## config.mk

```make
export PLATFORM = sky130hd
export DESIGN_NAME = mux_bit_serializer
export DESIGN_NICKNAME = d
export VERILOG_FILES = /design/src/rtl/mux_ser_pkg.sv /design/src/rtl/mux16_to_1.sv /design/src/rtl/mux_bit_serializer.sv
export SDC_FILE = /design/constraint.sdc
export NUM_CORES = 1
export LEC_CHECK = 0
export ABC_AREA = 0
export ABC_CLOCK_PERIOD_IN_PS = 4900
export CORE_MARGIN = 2
export CORE_UTILIZATION = 40
export DETAILED_ROUTE_END_ITERATION = 10
export GPL_TIMING_DRIVEN = 0
export PLACE_DENSITY_LB_ADDON = 0.12
export SYNTH_ARGS = -nofsm -noshare
export SYNTH_HDL_FRONTEND = slang
export SYNTH_SLANG_ARGS = --single-unit
```

## constraint.sdc

```tcl
create_clock -name clk -period 4.9 [get_ports clk]
set_input_delay 0.98 -clock clk [delete_from_list [all_inputs] [get_ports clk]]
set_output_delay 0.98 -clock clk [all_outputs]
set_load 0.02 [all_outputs]
```

## src/rtl/mux_ser_pkg.sv

```systemverilog
// Shared definitions for the mux bit serializer: word/select widths, the
// FSM state encoding and the start/end select positions for either order.
package mux_ser_pkg;

  localparam int WORD_W = 16;
  localparam int SEL_W  = 4;

  typedef enum logic [1:0] {
    IDLE  = 2'd0,
    SHIFT = 2'd1,
    GAP   = 2'd2
  } state_t;

  // First select position of a word.
  function automatic logic [SEL_W-1:0] start_idx(input bit msb_first);
    return msb_first ? 4'd15 : 4'd0;
  endfunction

  // Final select position of a word; reaching it terminates the data beats.
  function automatic logic [SEL_W-1:0] end_idx(input bit msb_first);
    return msb_first ? 4'd0 : 4'd15;
  endfunction

endpackage

```

## src/rtl/mux16_to_1.sv

```systemverilog
// 16:1 bit-select mux: out = in[sel].
module mux16_to_1
  import mux_ser_pkg::*;
(
  input  logic [WORD_W-1:0] in,
  input  logic [SEL_W-1:0]  sel,
  output logic              out
);

  assign out = in[sel];

endmodule

```

## src/rtl/mux_bit_serializer.sv

```systemverilog
// Parallel-to-serial stage driving the 16:1 bit-select mux.
// Accepts a 16-bit word over valid/ready, then walks the mux select through
// all 16 positions, one position per accepted output beat.
// Optional feature: define MUX_SER_PARITY_EN to append an even-parity beat.
module mux_bit_serializer
  import mux_ser_pkg::*;
#(
  parameter bit MSB_FIRST  = 1'b1,
  parameter int GAP_CYCLES = 0
) (
  input  logic              clk,
  input  logic              rst_n,
  input  logic              in_valid,
  output logic              in_ready,
  input  logic [WORD_W-1:0] in_data,
  output logic              out_valid,
  input  logic              out_ready,
  output logic              out_bit,
  output logic [SEL_W-1:0]  out_idx,
  output logic              out_last,
  output logic              busy
);

  localparam logic [SEL_W-1:0] START_IDX = start_idx(MSB_FIRST);
  localparam logic [SEL_W-1:0] END_IDX   = end_idx(MSB_FIRST);
  localparam logic [3:0]       GAP_LOAD  = 4'((GAP_CYCLES > 0) ? GAP_CYCLES - 1 : 0);

  state_t            state_q, state_nxt;
  logic [WORD_W-1:0] word_q;
  logic [SEL_W-1:0]  idx_q;
  logic [SEL_W-1:0]  idx_step;
  logic [3:0]        gap_q;
  logic              last_data;
  logic              is_last;
  logic              beat;
  logic              accept;
  logic              mux_bit;
  logic              beat_bit;

  assign last_data = (idx_q == END_IDX);
  assign idx_step  = MSB_FIRST ? idx_q - 4'd1 : idx_q + 4'd1;

`ifdef MUX_SER_PARITY_EN
  logic par_q;
  // The word ends on the parity beat, not on the final data position.
  assign is_last  = par_q;
  assign beat_bit = par_q ? ^word_q : mux_bit;
`else
  assign is_last  = last_data;
  assign beat_bit = mux_bit;
`endif

  assign out_valid = (state_q == SHIFT);
  assign out_last  = out_valid & is_last;
  assign out_bit   = out_valid & beat_bit;
  assign out_idx   = idx_q;
  assign busy      = (state_q != IDLE);
  assign beat      = out_valid & out_ready;
  // A new word may enter while idle, or on the edge that retires the last beat.
  assign in_ready  = (state_q == IDLE) | (out_valid & is_last & out_ready);
  assign accept    = in_valid & in_ready;

  mux16_to_1 u_mux (
    .in  (word_q),
    .sel (idx_q),
    .out (mux_bit)
  );

  // Next-state decode.
  always_comb begin
    // NOTE: default first so every path assigns state_nxt and no latch is inferred.
    state_nxt = state_q;
    unique case (state_q)
      IDLE:  if (in_valid) state_nxt = SHIFT;
      SHIFT: begin
        if (beat) begin
          if (is_last)             state_nxt = in_valid ? SHIFT : IDLE;
          else if (GAP_CYCLES > 0) state_nxt = GAP;
        end
      end
      GAP:     if (gap_q == 4'd0) state_nxt = SHIFT;
      default: state_nxt = IDLE;
    endcase
  end

  // State register.
  always_ff @(posedge clk or negedge rst_n) begin
    // NOTE: non-blocking assignments so every flop samples pre-edge values.
    if (!rst_n) state_q <= IDLE;
    else        state_q <= state_nxt;
  end

  // Word, select index, gap counter (and parity-beat flag) updates.
  always_ff @(posedge clk or negedge rst_n) begin
    if (!rst_n) begin
      word_q <= '0;
      idx_q  <= START_IDX;
      gap_q  <= 4'd0;
`ifdef MUX_SER_PARITY_EN
      par_q  <= 1'b0;
`endif
    end else if (accept) begin
      word_q <= in_data;
      idx_q  <= START_IDX;
`ifdef MUX_SER_PARITY_EN
      par_q  <= 1'b0;
`endif
    end else if (beat && !is_last) begin
`ifdef MUX_SER_PARITY_EN
      // After the final data position the index holds for the parity beat.
      if (last_data) par_q <= 1'b1;
      else           idx_q <= idx_step;
`else
      idx_q <= idx_step;
`endif
      gap_q <= GAP_LOAD;
    end else if (state_q == GAP && gap_q != 4'd0) begin
      gap_q <= gap_q - 4'd1;
    end
  end

endmodule

```

==> impl_metrics.csv, run 1 <==
group,metric,value,unit
status,status,"complete, no violations",
grt,grt_max_degree,22,
floorplan,dieArea,3210,um2
yosys,async_flop_share,1.00,
floorplan,start_util,0.413,
clock_tree,clk_pin_slew_worst_paths,0.11,ns
worst_setup_path,worstPathArrival,2.45,ns
power_and_ir_drop,swShare,0.336,
clock_tree,numCtsBuffers,3,
yosys,syn_inst,80,
worst_setup_path,slowest_stage,"clkdlybuf4s50_1",
timing,timing.max_slew.rel_slack,0.381,
cells_and_area,drive_above_1_share,0.304,
yosys,synthTopCellsByArea,"dfrtp_1 (38%), mux2_4 (22%), dfstp_2 (9.5%)",
detailed_routing,vias,698,
placed_design,dp_hpwl,1.42,mm
yosys,ys.flop_type,"dfrtp_1",
timing,fin_tns_setup,0,ns
cells_and_area,diodes,0,
yosys,synth_top_area_frac,0.383,
clock_tree,root_buffer,"clkbuf_4",
worst_setup_path,crit_chain,"buf_2 -> mux4_2 -> o211ai_1 -> o32ai_1 -> clkdlybuf4s50_1",
worst_setup_path,crit_required,3.92,ns
placed_design,dpl-instance-area,1430,um2
yosys,synth-seq-area-share,0.478,
hold_path,worstHoldStart,"word_q[7]$_DFFE_PN0P_",
run,cap_violations,0,
yosys,synth_area_leader_cell,"dfrtp_1",
yosys,netlist_area,1110,um2
yosys,yosysUniqueCellTypes,27,
clock_tree,cts_setup_buffers,0,
floorplan,pin_count,29,
yosys,synth.most_common_cell,"dfrtp_1",
timing,report.final.slew_viol_count,0,
placed_design,place_congestion,0.744,
hold_path,hold_class,"reg2reg",
yosys,ys_warn_count,0,
floorplan,die_h,56.7,um
power_and_ir_drop,combPwrFrac,0.513,
timing,finalSetupViolations,0,
grt,grt_first_pass_wirelength,3.22,mm
clock_tree,cts.sinks,21,
power_and_ir_drop,p_switching,0.282,mW
grt,grt_overflow,0,
detailed_routing,wl_per_cell,13.5,um
power_and_ir_drop,ir_worst_vdd,0.000314,V
worst_setup_path,reg2reg_depth,8,
cells_and_area,stdcell_count,143,
clock_tree,clk_path_buf_depth,2,
timing,fin_crit_sh,0.700,
timing,skew,0.00757,ns
clock_tree,cts.repair.resized,0,
power_and_ir_drop,intPower,0.556,mW
clock_tree,ctsHoldBuffers,0,
yosys,synth_edf_count,0,
detailed_routing,totalWireLength,1.93,mm
cells_and_area,fin_util,0.543,
worst_setup_path,critPathKind,"reg2out",
timing,tightest_slew,0.925,ns
worst_setup_path,critical-path-max-stage-delay,0.55,ns
worst_setup_path,worst_setup_path_end_kind,"output port",
floorplan,rows,19,
detailed_routing,dr.first_iter.drc_count,6,
clock_tree,cts_tree,"yes",
floorplan,core,2690,um2
power_and_ir_drop,power.total,0.837,mW
yosys,syn_area_per_cell,13.9,um2
grt,gr-usage-all-layers,0.135,
placed_design,port_buffers,28,
cells_and_area,syn_to_final_growth,31.5,%
power_and_ir_drop,p_clk_frac,0.101,
yosys,ys_top_cells_by_count,"dfrtp_1 (17), mux2_4 (16), nand2_1 (5)",
grt,antenna_found_initial,0,
worst_setup_path,crit_buf_inv,2,
worst_setup_path,critPathMaxFanout,9,
power_and_ir_drop,p_leak,0.683,nW
hold_path,hold_path_end,"word_q[7]$_DFFE_PN0P_",
yosys,synth.net_count,102,
worst_setup_path,cp_top_family,"buffers and inverters",
placed_design,dp_slack,1.54,ns
worst_setup_path,worstReg2RegStart,"out_idx[1]$_DFFE_PN1P_",
detailed_routing,drc,0,
placed_design,place_inst,139,
grt,grt_pass1_vias,695,
worst_setup_path,start_kind,"register",
hold_path,holdPathStages,1,
timing,period_minus_slack,3.43,ns
cells_and_area,fin_area,1460,um2
timing,setup_ws,1.47,ns
cells_and_area,nets,135,
clock_tree,htree_levels,1,
timing,hold_viol,0,
detailed_routing,drt-vias-per-instance,4.88,
worst_setup_path,r2r_setup_slack,2.83,ns
yosys,ys_ff_latch,21,
timing,hold_ws,0.520,ns
detailed_routing,drtAntennaViolNets,0,
worst_setup_path,r2r-end,"word_q[12]$_DFFE_PN0P_",
power_and_ir_drop,p_seq_frac,0.386,
power_and_ir_drop,power_per_cell_area,574,nW/um2
timing,max_freq,292,MHz
detailed_routing,firstDrtPassIters,3,
clock_tree,clk_latency,0.31,ns
floorplan,die_w,56.7,um
timing,rsz0062_at_grt,"false",
==> logic make-up (layout without fill, tap and decap cells) <==
| group | Yosys count | count (layout) | synth area share |
|---|---|---|---|
| compound gates | 6 | 6 | 0.0485 |
| xor+xnor | 3 | 3 | 0.0237 |
| fa+ha+maj | 2 | 2 | 0.0225 |
| buf+inv | 9 | 41 | 0.0552 |
| flops | 21 | 21 | 0.478 |
| mux | 21 | 21 | 0.284 |
| simple gates | 18 | 18 | 0.0879 |
==> flip-flops by register name, indices dropped and copies added, names as in the netlist <==
signal and flops:
state_q 1, word_q 16, out_idx 4
==> worst max path at each step <==
stage / from / end / depth (start not counted)
4_1_cts: out_idx[1]$_DFFE_PN1P_ / out_bit / 5
2_1_floorplan: out_idx[1]$_DFFE_PN1P_ / out_bit / 4
5_1_grt: out_idx[1]$_DFFE_PN1P_ / out_bit / 5
3_5_place_dp: out_ready / in_ready / 4
3_3_place_gp: out_ready / in_ready / 4
6_report: out_idx[1]$_DFFE_PN1P_ / out_bit / 5
==> area by class of cell <==
class | count | area, um2
plain buffers | 5 | 46.3
clock buffers | 3 | 22.5
clock inverters | 1 | 7.51
fillers | 233 | 1230
inverters | 4 | 15.0
multi-input cells | 50 | 518
flip-flops and latches | 21 | 531
well taps | 31 | 38.8
repair buffers | 28 | 280
==> power by group through the flow <==
stage / clock network (mW) / logic (mW) / registers, mW
6_report: 0.0847 / 0.430 / 0.323
4_1_cts: 0.0925 / 0.436 / 0.323
3_3_place_gp: 0 / 0.429 / 0.325
3_5_place_dp: 0 / 0.434 / 0.326
2_1_floorplan: 0 / 0.292 / 0.334
5_1_grt: 0.0987 / 0.465 / 0.334
==> layer usage <==
metal  vias to the layer above  global-route usage  wire length [um]
li1                        345                   -                 -
met1                       331               0.175               934
met2                        20               0.209               865
met3                         2              0.0599               117
met4                         0              0.0306                10
met5                         -                   0                 0
==> placed cells by master, fill, tap and decap left out, drive strengths merged, types with 2 or more instances in the layout <==
cell type      instances
clkdlybuf4s50         28
dfrtp                 17
mux2                  16
nand2                  6
buf                    5
inv                    4
nand3                  4
dfstp                  4
mux2i                  3
clkbuf                 3
mux4                   2
o211ai                 2
nand4                  2
xor2                   2
ha                     2
o21ai                  2
Note: power is estimated with default switching activity, not from simulation.
==> run 2: changes to the inputs <==
ABC_CLOCK_PERIOD_IN_PS = 2900   (was 4900)
clock period = 2.9 ns   (was 4.9 ns; I/O delays follow)
==> impl_metrics.csv, run 2 (same netlist as run 1, synthesis figures left out) <==
group,metric,value,unit
grt,gr-usage-all-layers,0.136,
power_and_ir_drop,swShare,0.339,
hold_path,hold_class,"reg2reg",
clock_tree,root_buffer,"clkbuf_4",
placed_design,place_inst,139,
power_and_ir_drop,combPwrFrac,0.489,
power_and_ir_drop,ir_worst_vdd,0.000487,V
cells_and_area,drive_above_1_share,0.297,
floorplan,rows,19,
timing,fin_crit_sh,0.937,
timing,report.final.slew_viol_count,0,
clock_tree,clk_pin_slew_worst_paths,0.11,ns
power_and_ir_drop,p_clk_frac,0.103,
power_and_ir_drop,p_leak,0.703,nW
placed_design,port_buffers,28,
cells_and_area,fin_util,0.541,
clock_tree,clk_path_buf_depth,2,
clock_tree,cts.sinks,21,
grt,grt_pass1_vias,699,
timing,max_freq,368,MHz
clock_tree,cts_tree,"yes",
worst_setup_path,start_kind,"register",
cells_and_area,stdcell_count,142,
cells_and_area,nets,134,
detailed_routing,vias,693,
timing,tightest_slew,0.925,ns
detailed_routing,drt-vias-per-instance,4.88,
timing,period_minus_slack,2.72,ns
placed_design,place_congestion,0.744,
cells_and_area,largest_register,"word_q",
worst_setup_path,worst_setup_path_end_kind,"output port",
placed_design,dp_slack,0.190,ns
grt,grt_first_pass_wirelength,3.24,mm
worst_setup_path,critPathKind,"reg2out",
detailed_routing,totalWireLength,1.91,mm
timing,skew,0.00835,ns
grt,grt_max_degree,22,
run,cap_violations,0,
cells_and_area,final_cell_mix,"clkdlybuf4s50_1 (25), dfrtp_1 (17), mux2_4 (16), nand2_1 (5)",
detailed_routing,wl_per_cell,13.5,um
timing,hold_viol,0,
power_and_ir_drop,intPower,0.920,mW
timing,timing.max_slew.rel_slack,0.381,
detailed_routing,firstDrtPassIters,3,
worst_setup_path,crit_required,2.32,ns
timing,setup_ws,0.182,ns
detailed_routing,drc,0,
power_and_ir_drop,p_seq_frac,0.408,
timing,finalSetupViolations,0,
grt,antenna_found_initial,0,
clock_tree,clk_latency,0.31,ns
placed_design,dp_hpwl,1.42,mm
floorplan,pin_count,29,
floorplan,die_h,56.7,um
clock_tree,numCtsBuffers,3,
worst_setup_path,worstPathArrival,2.14,ns
cells_and_area,largest_reg_flops,16,
clock_tree,ctsHoldBuffers,0,
worst_setup_path,critPathMaxFanout,10,
cells_and_area,final_common_cell,"clkdlybuf4s50_1",
timing,fin_tns_setup,0,ns
status,status,"complete, no violations",
cells_and_area,diodes,0,
clock_tree,cts_setup_buffers,0,
floorplan,die_w,56.7,um
floorplan,dieArea,3210,um2
detailed_routing,drtAntennaViolNets,0,
power_and_ir_drop,power_per_cell_area,957,nW/um2
grt,grt_overflow,0,
clock_tree,htree_levels,1,
floorplan,start_util,0.413,
cells_and_area,syn_to_final_growth,31.0,%
power_and_ir_drop,p_switching,0.471,mW
detailed_routing,dr.first_iter.drc_count,4,
timing,rsz0062_at_grt,"false",
floorplan,core,2690,um2
## run 2: cell types whose count changed in the layout (fill, tap and decap cells not counted)
cell | before | now
dlymetal6s2s_1 | 0 | 1
buf_2 | 1 | 0
dlygate4sd2_1 | 0 | 2
clkdlybuf4s50_1 | 28 | 25
## run 2: critical path, stage by stage, from the launching register on
cell and delay (ns):
dfstp_2 0.68, mux4_2 0.54, o211ai_1 0.19, o32ai_1 0.10
dlygate4sd2_1 0.33
## run 2: final timing paths
kind | from | end | slack, ns | cells after the start
max in group asynchronous | rst_n | word_q[3]$_DFFE_PN0P_ | 1.56 | 1
hold / removal | word_q[7]$_DFFE_PN0P_ | word_q[7]$_DFFE_PN0P_ | 0.52 | 1
hold reg to reg | word_q[7]$_DFFE_PN0P_ | word_q[7]$_DFFE_PN0P_ | 0.52 | 1
min in group asynchronous | rst_n | state_q[0]$_DFFE_PN0P_ | 0.78 | 1
setup reg to reg | out_idx[1]$_DFFE_PN1P_ | word_q[12]$_DFFE_PN0P_ | 0.91 | 7
setup / recovery | out_idx[1]$_DFFE_PN1P_ | out_bit | 0.18 | 4
## run 2: through the flow
| step | cell area (um2) | hold slack [ns] | power [mW] |
|---|---|---|---|
| after floorplan | 1110 | 0.284 | 1.06 |
| after global placement | 1430 | 0.491 | 1.27 |
| after detailed placement | 1430 | 0.493 | 1.28 |
| after CTS | 1460 | 0.525 | 1.42 |
| after global routing | 1450 | 0.530 | 1.50 |
| final | 1450 | 0.519 | 1.39 |
## run 2: power by group through the flow
stage	Combinational (mW)	Sequential, mW	Clock [mW]
detailed placement	0.733	0.550	0
finish	0.681	0.568	0.143
global placement	0.725	0.549	0
floorplan	0.493	0.565	0
global route	0.738	0.591	0.167
CTS	0.721	0.546	0.156
## run 2: layout make-up
class | count | area [um2]
Tap cell | 31 | 38.8
Timing Repair Buffer | 28 | 280
Clock buffer | 3 | 22.5
Fill cell | 235 | 1230
Inverter | 4 | 15.0
Multi-Input combinational cell | 50 | 518
Clock inverter | 1 | 7.51
Buffer | 4 | 41.3
Sequential cell | 21 | 531
## run 2: layer usage
metal,track usage,vias to the layer above,wire [um]
li1,-,344,-
met1,0.175,327,921
met2,0.211,20,860
met3,0.0599,2,117
met4,0.0306,0,10
met5,0,-,0
## run 2: what timing repair did
item	4_1_cts	5_1_grt
resized for setup	2	1
endpoints found under the hold margin	0	0
gates cloned	0	0
endpoints found under the setup margin	2	2
==> RTL change 1 (config.mk and constraints of run 2) <==
The option `MUX_SER_PARITY_EN` is turned on by a define.
--- a/src/rtl/mux_bit_serializer.sv
+++ b/src/rtl/mux_bit_serializer.sv
@@ -2,6 +2,8 @@
 // Accepts a 16-bit word over valid/ready, then walks the mux select through
 // all 16 positions, one position per accepted output beat.
 // Optional feature: define MUX_SER_PARITY_EN to append an even-parity beat.
+`define MUX_SER_PARITY_EN
+
 module mux_bit_serializer
   import mux_ser_pkg::*;
 #(
Behaviour: no difference found for any inputs over 10 cycles, from zero or initial values and one cycle with rst_n low; that may be too few to reach the edited logic, so the function may still have changed.
==> RTL change 1 against run 2 <==
Routed wire length rose by 14%; highest routed layer unchanged; area after synthesis is 6.7% higher; hold slack improved by 0.037 ns; sequential power grew 7.6%; final cell count up 9.9%; total power rose by 33%; largest power group unchanged; clock skew up 0.00075 ns; final area grew 5.0%; utilization increased by 0.76 points; sequential cell count is 1 higher; worst setup slack worse by 0.16 ns; count of clock-buffer cells in the layout increased by 1.
==> RTL change 1: results (changes against run 2) <==
stage,metric,value,unit,change
status,outcome,completed,,unchanged
clock_network,cts_setup_buffers,1,,was 0
global_route,grt_pass1_vias,828,,was 699
setup_path,worstRegToRegCells,8,,was 7
detailed_routing,wl_met3,113,um,was 117 um
detailed_routing,vias,839,,was 693
final_layout,bufAreaShareNonClock,20.9,%,was 22.1%
worst_hold_path,hold-path-endpoint,word_q[12],,was word_q[7]
synthesis,synthTopCellsByArea,"dfrtp_1, mux2_1, xnor2_1, dfstp_2, mux4_1",,"was dfrtp_1, mux2_4, dfstp_2, mux4_2, buf_6"
placement,dp_slack,-0.0609,ns,was 0.190 ns
synthesis,synth-seq-area-share,46.9,%,was 47.8%
sta,finalCriticalPeriod,2.88,ns,was 2.72 ns
sta,slew_headroom,33.8,%,was 38.1%
synthesis,synth_cell_types,24,,was 27
setup_path,r2r_end,out_idx[3],,was word_q[12]
global_route,met2_usage,23.3,%,was 21.1%
setup_path,crit_arrival,2.30,ns,was 2.14 ns
detailed_routing,wl_per_cell,13.9,um,was 13.5 um
worst_hold_path,hold_path_startpoint,word_q[12],,was word_q[7]
detailed_routing,routed_wirelength,2180,um,was 1910 um
placement,dpl.hpwl,1600,um,was 1420 um
synthesis,muxShareOfSynthArea,26.0,%,was 28.4%
setup_path,r2r_slack,0.76,ns,was 0.91 ns
placement,dp.cells,151,,was 139
final_layout,nMultiInputCombCells,62,,was 50
final_layout,syn_to_final_growth,29.0,%,was 31.0%
setup_path,crit_path_max_incr_delay,0.56,ns,was 0.68 ns
synthesis,synthTopCellsByCount,"dfrtp_1, mux2_1, xnor2_1",,"was dfrtp_1, mux2_4, nand2_1"
floorplan,die_w,58.4,um,was 56.7 um
global_route,grt_pass1_wl,3790,um,was 3240 um
final_layout,clockNetworkAreaShare,1.72,%,was 2.07%
synthesis,synthXorXnorAreaFrac,11.8,%,was 2.37%
final_layout,buffers,34,,was 32
final_layout,drive_gt1_share,15.2,%,was 29.7%
clock_network,clock_sinks,22,,was 21
detailed_routing,wl_met2,1030,um,was 860 um
synthesis,syn_avg_cell_area,12.9,um^2,was 13.9 um^2
setup_path,path_max_fanout,6,,was 10
final_layout,ff_latch_area,556,um^2,was 531 um^2
global_route,grtUsageTotal,14.4,%,was 13.6%
global_route,grt_max_degree,23,,was 22
synthesis,synthCells,92,,was 80
placement,finalWeightedCongestion,0.843,,was 0.744
detailed_routing,routedLengthMet1,1000,um,was 921 um
final_layout,multi_input_area,576,um^2,was 518 um^2
-- RTL change 1: changes by cell type after synthesis, sizes merged, moves of 3 or more --
cell / run 2 / this run
xnor2: 1 / 14
nand3: 4 / 0
mux2i: 3 / 0
mux4: 2 / 5
-- RTL change 1: kinds of logic (layout without fill, tap and decap cells) --
| family | Yosys count | count (layout) |
|---|---|---|
| AOI/OAI and AO/OA | 8 | 8 |
| DFF | 22 | 22 |
| and+or+nand+nor | 16 | 16 |
| muxes | 21 | 21 |
| adders and majority gates | 1 | 1 |
| xor gates and xnor gates | 16 | 16 |
| buffers and inverters | 8 | 41 |
-- RTL change 1: where the power goes --
| part | leakage, uW | switching [uW] | internal, uW |
|---|---|---|---|
| logic | 0.000373 | 461 | 626 |
| registers | 0.000261 | 144 | 467 |
| clock network | 0.0000150 | 93.3 | 53.7 |
| total | 0.000649 | 698 | 1150 |
==> RTL change 2 (settings of run 2) <==
Made on the original files. Encoding of `state_t`: now one-hot (3 bits for 3 states).
--- a/src/rtl/mux_ser_pkg.sv
+++ b/src/rtl/mux_ser_pkg.sv
@@ -5,10 +5,10 @@
   localparam int WORD_W = 16;
   localparam int SEL_W  = 4;
 
-  typedef enum logic [1:0] {
-    IDLE  = 2'd0,
-    SHIFT = 2'd1,
-    GAP   = 2'd2
+  typedef enum logic [2:0] {
+    IDLE  = 3'b001,
+    SHIFT = 3'b010,
+    GAP   = 3'b100
   } state_t;
 
   // First select position of a word.
Function: same outputs for any inputs over 10 cycles, from zero or initial values and one cycle with rst_n low; not proved beyond that.
==> RTL change 2 against run 2 <==
Sequential cell count up 1; largest cell class is now multi-input gates; register-to-register slack worse by 0.22 ns; hold slack better by 0.0061 ns; routed wire length up 24%; clock skew up 0.0067 ns; total power down 3.7%; die area up 8.8%; area after synthesis up 9.5%; worst setup slack worse by 0.0010 ns; combinational power down 4.3%; highest routed layer unchanged; count of clock-buffer cells in the layout up 1; final area up 6.8%.
==> RTL change 2: results (changes against run 2) <==
stage,metric,value,unit,change
status,outcome,completed,,unchanged
synthesis,ys.flop_type,dfrtp_1,,unchanged
power_and_ir_drop,netSwitchingPower,453,uW,was 471 uW
sta,worst_pin_slew,0.940,ns,was 0.925 ns
detailed_routing,routed_wirelength,2370,um,was 1910 um
sta,skew,0.0150,ns,was 0.00835 ns
placement,dpl.hpwl,1780,um,was 1420 um
detailed_routing,viasPerCell,5.24,,was 4.88
setup_path,crit_path_max_incr_delay,0.55,ns,was 0.68 ns
placement,finalWeightedCongestion,0.731,,was 0.744
placement,dp_slack,0.0734,ns,was 0.190 ns
synthesis,synthTopCellsByArea,"dfrtp_1, mux2_4, dfstp_2, mux2_2, ha_1",,"was dfrtp_1, mux2_4, dfstp_2, mux4_2, buf_6"
power_and_ir_drop,cellLeakagePower,0.000683,uW,was 0.000703 uW
global_route,use_met3,2.62,%,was 5.99%
detailed_routing,wl_per_cell,14.8,um,was 13.5 um
synthesis,synth-seq-area-share,45.8,%,was 47.8%
power_and_ir_drop,ir_worst_vdd,407,uV,was 487 uV
detailed_routing,drt_iter0_drc,26,,was 4
placement,dp.cells,156,,was 139
synthesis,synthTopCellsByCount,"dfrtp_1, mux2_4, inv_1",,"was dfrtp_1, mux2_4, nand2_1"
final_layout,layout.nets,154,,was 134
placement,placed_area,1530,um^2,was 1430 um^2
clock_network,clk_pin_slew,0.13,ns,was 0.11 ns
global_route,grt_pass1_vias,874,,was 699
final_layout,drive_gt1_share,26.4,%,was 29.7%
synthesis,synth_cell_types,35,,was 27
global_route,met2_usage,25.2,%,was 21.1%
global_route,grtUsageMet1,20.4,%,was 17.5%
synthesis,synthCells,97,,was 80
global_route,grt_pass1_wl,4020,um,was 3240 um
setup_path,critPathSlowestCell,dfstp_2,,unchanged
## RTL change 2: cell types whose count changed after synthesis, moves of 3 or more
cell     delta
mux2_2      +6
mux2_4      -6
inv_1       +4
o21ai_0     +3
## RTL change 2: per-layer routing
| layer | vias to the layer above | wire, um | share of wire, % |
|---|---|---|---|
| met1 | 412 | 1090 | 46 |
| li1 | 408 | - | - |
| met3 | 2 | 73 | 3.1 |
| met5 | - | 0 | 0 |
| met4 | 0 | 16 | 0.67 |
| met2 | 16 | 1200 | 50 |
## RTL change 2: cell type report
class | instances | area [um^2]
plain buffers | 5 | 47.5
clock buffers | 4 | 26.3
fillers | 245 | 1280
inverters | 8 | 30.0
multi-input cells | 62 | 581
flip-flops and latches | 22 | 557
well taps | 31 | 38.8
repair buffers | 28 | 273
## RTL change 2: cells by family after synthesis
group	after synthesis	synth area share, %
multiplexers	20	23.3
AO/OA/AOI/OAI	12	7.00
flip-flops	22	45.8
AND/OR/NAND/NOR	23	11.2
adder cells (fa/ha/maj)	4	4.12
buffers and inverters	13	6.38
XOR/XNOR	3	2.16
## RTL change 2: metrics by stage
| stage | power [uW] | hold WS (ns) |
|---|---|---|
| 2_1_floorplan | 1010 | 0.284 |
| 3_3_place_gp | 1180 | 0.484 |
| 3_5_place_dp | 1210 | 0.492 |
| 4_1_cts | 1360 | 0.526 |
| 5_1_grt | 1440 | 0.539 |
| 6_report | 1340 | 0.526 |
## RTL change 2: power by group through the flow
| stage | logic (uW) | registers (uW) | clock network, uW |
|---|---|---|---|
| global placement | 646 | 538 | 0 |
| CTS | 662 | 541 | 152 |
| finish | 652 | 540 | 148 |
| detailed placement | 667 | 547 | 0 |
| floorplan | 478 | 534 | 0 |
| global route | 711 | 559 | 165 |
## RTL change 2: what timing repair did
action | 4_1_cts | 5_1_grt
hold buffers | 0 | 0
setup endpoints to repair | 3 | 1
gates resized for setup | 3 | 3
## RTL change 2: worst register-to-register path, cell delays in order (launching register included)
cell and delay [ns]:
dfstp_2 0.55, buf_4 0.19, inv_1 0.11, ha_1 0.23
and4bb_4 0.21, a21oi_2 0.16, nor2b_1 0.07, buf_6 0.14
buf_12 0.15, mux2_4 0.31
## RTL change 2: worst paths after layout
check / from / end / slack (ns) / cells past startpoint
min in group asynchronous: rst_n / word_q[15] / 0.78 / 1
min reg2reg: word_q[11] / word_q[11] / 0.53 / 1
max reg2reg: out_idx[0] / word_q[4] / 0.69 / 9
max in group asynchronous: rst_n / state_q[1] / 1.54 / 1
max: out_idx[0] / out_bit / 0.18 / 6
min: word_q[11] / word_q[11] / 0.53 / 1
